### config.mk
export PLATFORM = sky130hd
export DESIGN_NAME = ps2_key_tracker
export DESIGN_NICKNAME = d
export VERILOG_FILES = /design/src/rtl/ps2_key_tracker.sv
export SDC_FILE = /design/constraint.sdc
export NUM_CORES = 1
export LEC_CHECK = 0
export CAP_MARGIN = 20
export CELL_PAD_IN_SITES_DETAIL_PLACEMENT = 1
export CELL_PAD_IN_SITES_GLOBAL_PLACEMENT = 1
export CORE_UTILIZATION = 30
export CTS_CLUSTER_DIAMETER = 40
export DETAILED_ROUTE_END_ITERATION = 10
export PLACE_DENSITY = 0.51
export SLEW_MARGIN = 20
export SYNTH_ARGS = -nofsm -noshare
export SYNTH_HDL_FRONTEND = slang
export SYNTH_SLANG_ARGS = --single-unit
export TNS_END_PERCENT = 50
### constraint.sdc
create_clock -name clk -period 3.4 [get_ports clk]
set_clock_uncertainty 0.05 [all_clocks]
set_input_delay 0.68 -clock clk [delete_from_list [all_inputs] [get_ports clk]]
set_output_delay 0.68 -clock clk [all_outputs]
set_load 0.005 [all_outputs]
### src/rtl/ps2_key_tracker.sv
// PS/2 set-2 scan-code decoder and per-key held/edge/auto-repeat tracker.
// Sits between the PS/2 receiver and game logic; keys are selected by KEY_CODES.
module ps2_key_tracker #(
    parameter int unsigned            N_KEYS         = 4,
    parameter logic [9*N_KEYS-1:0]    KEY_CODES      = {9'h023, 9'h01C, 9'h01B, 9'h01D},
    parameter int unsigned            REPEAT_DELAY   = 20_000_000,
    parameter int unsigned            REPEAT_PERIOD  = 4_000_000,
    parameter int unsigned            PREFIX_TIMEOUT = 100_000,
    parameter int unsigned            CNT_W          = 25
) (
    input  logic              clk,
    input  logic              rst,
    input  logic [7:0]        rx_data,
    input  logic              rx_valid,
    input  logic              rx_err,
    input  logic              clr_all,
    output logic [N_KEYS-1:0] key_down,
    output logic [N_KEYS-1:0] key_press,
    output logic [N_KEYS-1:0] key_release,
    output logic [N_KEYS-1:0] key_repeat,
    output logic              any_down
);

    localparam logic [CNT_W-1:0] DLY_LAST = CNT_W'(REPEAT_DELAY - 1);
    localparam logic [CNT_W-1:0] PER_LAST = CNT_W'(REPEAT_PERIOD - 1);
    localparam logic [CNT_W-1:0] TO_LAST  = CNT_W'(PREFIX_TIMEOUT - 1);
    localparam bit               REP_EN   = (REPEAT_DELAY != 0);

    typedef enum logic [1:0] {IDLE, EXT, BRK, EXT_BRK} state_t;

    state_t             state, state_nx;
    logic [CNT_W-1:0]   tcnt;
    logic               is_junk;
    logic               ev_make, ev_brk;
    logic [8:0]         ev_code;
    logic [N_KEYS-1:0]  hit, down_nx, pressing, releasing;
    logic [CNT_W-1:0]   rep_cnt [N_KEYS];
    logic [N_KEYS-1:0]  rep_periodic;

    assign is_junk = rx_data inside {8'h00, 8'hAA, 8'hEE, 8'hFA, 8'hFC, 8'hFE, 8'hFF};

    always_ff @(posedge clk) begin
        if (rst) state <= IDLE;
        else     state <= state_nx;
    end

    always_comb begin
        state_nx = state;
        ev_make  = 1'b0;
        ev_brk   = 1'b0;
        ev_code  = {1'b0, rx_data};
        if (clr_all || rx_err) begin
            state_nx = IDLE;
        end else if (rx_valid) begin
            case (state)
                IDLE: begin
                    if (rx_data == 8'hE0)      state_nx = EXT;
                    else if (rx_data == 8'hF0) state_nx = BRK;
                    else                       ev_make  = !is_junk;
                end
                EXT: begin
                    if (rx_data == 8'hF0)      state_nx = EXT_BRK;
                    else if (rx_data == 8'hE0) state_nx = EXT;
                    else begin
                        ev_make  = 1'b1;
                        ev_code  = {1'b1, rx_data};
                        state_nx = IDLE;
                    end
                end
                BRK: begin
                    ev_brk   = 1'b1;
                    state_nx = IDLE;
                end
                EXT_BRK: begin
                    ev_brk   = 1'b1;
                    ev_code  = {1'b1, rx_data};
                    state_nx = IDLE;
                end
                default: state_nx = IDLE;
            endcase
        end else if (state != IDLE && tcnt == TO_LAST) begin
            state_nx = IDLE;
        end
    end

    // tcnt holds the number of cycles since the last accepted byte, so a prefix
    // taken at cycle T expires with the FSM back in IDLE at T+PREFIX_TIMEOUT.
    always_ff @(posedge clk) begin
        if (rst)                                   tcnt <= '0;
        else if (rx_valid && !clr_all && !rx_err)  tcnt <= CNT_W'(1);
        else if (state != IDLE)                    tcnt <= tcnt + CNT_W'(1);
    end

    always_comb begin
        for (int unsigned i = 0; i < N_KEYS; i++)
            hit[i] = (ev_code == KEY_CODES[9*i +: 9]);
    end

    always_comb begin
        down_nx = key_down;
        if (clr_all) begin
            down_nx = '0;
        end else begin
            if (ev_make) down_nx = down_nx | hit;
            if (ev_brk)  down_nx = down_nx & ~hit;
        end
    end

    assign pressing  = down_nx & ~key_down;
    assign releasing = key_down & ~down_nx;
    assign any_down  = |key_down;

    // Repeat runs only while a key is held across the edge, so neither the
    // press nor the release cycle can ever carry a repeat pulse.
    always_ff @(posedge clk) begin
        if (rst) begin
            key_down     <= '0;
            key_press    <= '0;
            key_release  <= '0;
            key_repeat   <= '0;
            rep_periodic <= '0;
            for (int unsigned i = 0; i < N_KEYS; i++) rep_cnt[i] <= '0;
        end else begin
            key_down    <= down_nx;
            key_press   <= pressing;
            key_release <= releasing;
            for (int unsigned i = 0; i < N_KEYS; i++) begin
                key_repeat[i] <= 1'b0;
                if (!REP_EN || !(key_down[i] && down_nx[i])) begin
                    rep_cnt[i]      <= '0;
                    rep_periodic[i] <= 1'b0;
                end else if (rep_cnt[i] == (rep_periodic[i] ? PER_LAST : DLY_LAST)) begin
                    key_repeat[i]   <= 1'b1;
                    rep_cnt[i]      <= '0;
                    rep_periodic[i] <= 1'b1;
                end else begin
                    rep_cnt[i] <= rep_cnt[i] + CNT_W'(1);
                end
            end
        end
    end

endmodule

==> insert_results.sql <==
INSERT INTO impl_metrics (metric_group, metric, value, unit) VALUES
('yosys', 'synth_area_per_cell', '10.04', 'µm²'),
('floorplanning', 'design.core.area', '26130', 'µm²'),
('outcome', 'failing_checks', 'DRC', ''),
('flow_run', 'max-cap-violations', '0', ''),
('timing', 'setup_violations', '0', ''),
('yosys', 'yosysSeqAreaShare', '49.27', '%'),
('critical_path', 'crit_path_start_kind', 'flip-flop', ''),
('yosys', 'flip_flop_and_latch_count_after_synthesis', '147', ''),
('critical_path', 'critical-path-slowest-cell', 'sky130_fd_sc_hd__a2111oi_4', ''),
('timing', 'finalCritPeriodShare', '80.20', '%'),
('yosys', 'netlist_area', '8005', 'µm²'),
('clocking', 'clkLatencyLatePin', '430', 'ps'),
('power', 'total_switching_power', '911.2', 'µW'),
('clocking', 'post-cts-setup-buffer-count', '0', ''),
('power', 'clock_power_share', '46.6', '%'),
('timing', 'final-max-slew-violation-count', '0', ''),
('critical_path', 'timing.critical_path.to_type', 'flip-flop', ''),
('critical_path', 'family_with_the_most_delay_on_the_worst_path', 'simple AND/OR/NAND/NOR gates', ''),
('critical_path', 'crit_buf_inv', '1', ''),
('clocking', 'tritoncts_clock_tree', 'built', ''),
('power', 'cellLeakagePower', '2.940', 'nW'),
('cells_and_area', 'stdcell_area', '9577', 'µm²'),
('routing', 'drt_first_pass_iters', '8', ''),
('cells_and_area', 'flow.area_growth_from_synthesis', '19.63', '%'),
('yosys', 'synth-async-reset-ratio', '0', '%'),
('critical_path', 'timing.critical_path.arrival', '2830', 'ps'),
('global_route', 'number_of_global_route_vias_before_repair', '6641', ''),
('cells_and_area', 'layout.nets', '937', ''),
('timing', 'grt_setup_unrepaired', 'false', ''),
('place', 'place_worst_setup_slack', '368.3', 'ps'),
('clocking', 'cts.reportedPaths.clkPinSlew', '70', 'ps'),
('yosys', 'synth_top_flop_cell', 'sky130_fd_sc_hd__edfxtp_1', ''),
('clocking', 'cts.repair.resized', '0', ''),
('clocking', 'ctsRootBufferMaster', 'sky130_fd_sc_hd__clkbuf_16', ''),
('global_route', 'grt_max_degree', '29', ''),
('routing', 'route.detailed.vias_per_inst', '5.240', ''),
('floorplanning', 'floorplan.initialDensity', '30.63', '%'),
('place', 'port-buffer-count', '29', ''),
('global_route', 'grt_pass1_wl', '33980', 'µm'),
('clocking', 'clk_path_buf_depth', '2', ''),
('clocking', 'cts-buffers-inserted', '17', ''),
('place', 'placed_instance_area', '9010', 'µm²'),
('global_route', 'grt_usage', '15.70', '%'),
('floorplanning', 'die_width', '165.4', 'µm'),
('yosys', 'synth_enable_flop_cells', '100', ''),
('place', 'gp_congestion', '0.7249', ''),
('power', 'final_total_power', '3.985', 'mW'),
('timing', 'slew-limit-headroom', '30.47', '%'),
('floorplanning', 'rows', '59', ''),
('timing', 'layout_min_cycle_time', '2727', 'ps'),
('floorplanning', 'die_height', '165.4', 'µm'),
('routing', 'vias', '6639', ''),
('critical_path', 'critical_path.max_fanout', '10', ''),
('timing', 'finalWorstSetupSlack', '673.1', 'ps'),
('power', 'p_int', '3.074', 'mW'),
('outcome', 'run_status', 'finished with violations', ''),
('routing', 'route.antenna.remaining_nets', '0', ''),
('yosys', 'netlist_instances', '797', ''),
('cells_and_area', 'mostFrequentLayoutCells', 'sky130_fd_sc_hd__edfxtp_1 (100), sky130_fd_sc_hd__conb_1 (100), sky130_fd_sc_hd__nand3_1 (54)', ''),
('cells_and_area', 'layout_cell_share_with_drive_strength_beyond_1', '6.438', '%'),
('power', 'power.ir.vdd_worst', '0.2256', 'mV'),
('routing', 'drt_wl_total', '20360', 'µm'),
('clocking', 'clock-sinks', '147', ''),
('critical_path', 'path_cells', 'or4b_1 > or4_4 > a2111oi_4 > buf_4 > nor3_1', ''),
('floorplanning', 'die_area', '27340', 'µm²'),
('power', 'p_comb_share', '3.0', '%'),
('hold_path', 'hold_class', 'reg -> reg', ''),
('global_route', 'globalRouteOverflowTotal', '0', ''),
('routing', 'post-route-drc-count', '6', ''),
('floorplanning', 'floorplan.io_pins', '30', ''),
('place', 'dp_hpwl', '14790', 'µm');
## final timing paths
kind	depth (start not counted)	endpoint	slack, ps	startpoint
setup / recovery	5	rep_cnt[1][9]$_SDFFCE_PN0P_	670	rep_cnt[1][8]$_SDFFCE_PN0P_
setup reg to reg	5	rep_cnt[1][9]$_SDFFCE_PN0P_	670	rep_cnt[1][8]$_SDFFCE_PN0P_
hold reg to reg	1	key_press[0]$_SDFF_PP0_	430	key_down[0]$_SDFF_PP0_
hold / removal	1	key_press[0]$_SDFF_PP0_	430	key_down[0]$_SDFF_PP0_
## registers in the layout (all words and copies together), names as in the netlist
register and flops:
rep_cnt 100, key_repeat 4, rep_periodic 4, key_down 4
key_release 4, tcnt 25, state 2, key_press 4
## synth_stat cells, types with 4 or more instances
| cell | number | area share, % |
|---|---|---|
| sky130_fd_sc_hd__a21oi_1 | 18 | 1.1 |
| sky130_fd_sc_hd__nand3_1 | 54 | 3.4 |
| sky130_fd_sc_hd__o21ba_2 | 4 | 0.50 |
| sky130_fd_sc_hd__o211ai_1 | 4 | 0.38 |
| sky130_fd_sc_hd__xnor2_1 | 30 | 3.3 |
| sky130_fd_sc_hd__ha_1 | 5 | 0.78 |
| sky130_fd_sc_hd__nor4b_1 | 13 | 1.4 |
| sky130_fd_sc_hd__nor4_1 | 15 | 1.2 |
| sky130_fd_sc_hd__nor3b_1 | 8 | 0.75 |
| sky130_fd_sc_hd__a211oi_1 | 44 | 4.1 |
| sky130_fd_sc_hd__nor3_1 | 53 | 3.3 |
| sky130_fd_sc_hd__inv_1 | 20 | 0.94 |
| sky130_fd_sc_hd__or4_1 | 29 | 2.7 |
| sky130_fd_sc_hd__nor2_1 | 29 | 1.4 |
| sky130_fd_sc_hd__edfxtp_1 | 100 | 38 |
| sky130_fd_sc_hd__and3_1 | 9 | 0.70 |
| sky130_fd_sc_hd__buf_2 | 7 | 0.44 |
| sky130_fd_sc_hd__nand2_1 | 47 | 2.2 |
| sky130_fd_sc_hd__xor2_1 | 27 | 3.0 |
| sky130_fd_sc_hd__and4_1 | 13 | 1.4 |
| sky130_fd_sc_hd__or3_1 | 40 | 3.1 |
| sky130_fd_sc_hd__clkbuf_1 | 25 | 1.2 |
| sky130_fd_sc_hd__o21ai_0 | 41 | 2.6 |
| sky130_fd_sc_hd__o31ai_1 | 21 | 2.0 |
| sky130_fd_sc_hd__nand4_1 | 39 | 3.0 |
| sky130_fd_sc_hd__dfxtp_1 | 47 | 12 |
| sky130_fd_sc_hd__nor4bb_1 | 6 | 0.75 |
| sky130_fd_sc_hd__nor2b_1 | 7 | 0.55 |
| sky130_fd_sc_hd__and2_1 | 4 | 0.31 |
## per-layer routing
layer / part of all wire [%] / global-route usage (%)
met5: 0.13 / 0
met4: 1.6 / 5.124
met3: 2.7 / 3.447
met2: 48 / 26.09
met1: 48 / 20.11
## cell type report
cell class                      instances  area, µm²
Fill cell                            2997      16560
Clock inverter                         14      137.6
Timing Repair Buffer                   41      380.4
Sequential cell                       147       3944
Clock buffer                           18      429.2
Tap cell                              335      419.2
Inverter                               20      75.07
Multi-Input combinational cell        692       4192
## cell families after synthesis
group | count (synthesis) | synth area share, %
AOI/OAI and AO/OA | 142 | 12.02
buffers and inverters | 57 | 3.079
other | 1 | 0.04684
xor gates and xnor gates | 57 | 6.236
DFF | 147 | 49.27
adders and majority gates | 5 | 0.7815
and+or+nand+nor | 388 | 28.57
## power groups by stage
stage	combinational (mW)	clock (mW)	sequential [mW]
6_report	0.120	1.86	2.01
5_1_grt	0.137	1.99	2.02
4_1_cts	0.117	1.93	2.01
3_5_place_dp	0.116	0	2.05
3_3_place_gp	0.113	0	2.04
2_1_floorplan	0.0862	0	2.02
## worst register-to-register path, stage by stage (launching register included)
cell,delay (ps)
sky130_fd_sc_hd__edfxtp_1,440
sky130_fd_sc_hd__or4b_1,540
sky130_fd_sc_hd__or4_4,500
sky130_fd_sc_hd__a2111oi_4,550
sky130_fd_sc_hd__buf_4,300
sky130_fd_sc_hd__nor3_1,80
## per-stage QoR
stage / instances / util [%] / hold WS (ps)
CTS: 1267 / 36.65 / 440.5
detailed placement: 1235 / 34.48 / 430.6
finish: 1267 / 36.65 / 434.7
global route: 1267 / 36.65 / 472.4
global placement: 1235 / 34.48 / 409.1
floorplan: 896 / - / 393.8
Power figures use the tool's default switching activity.
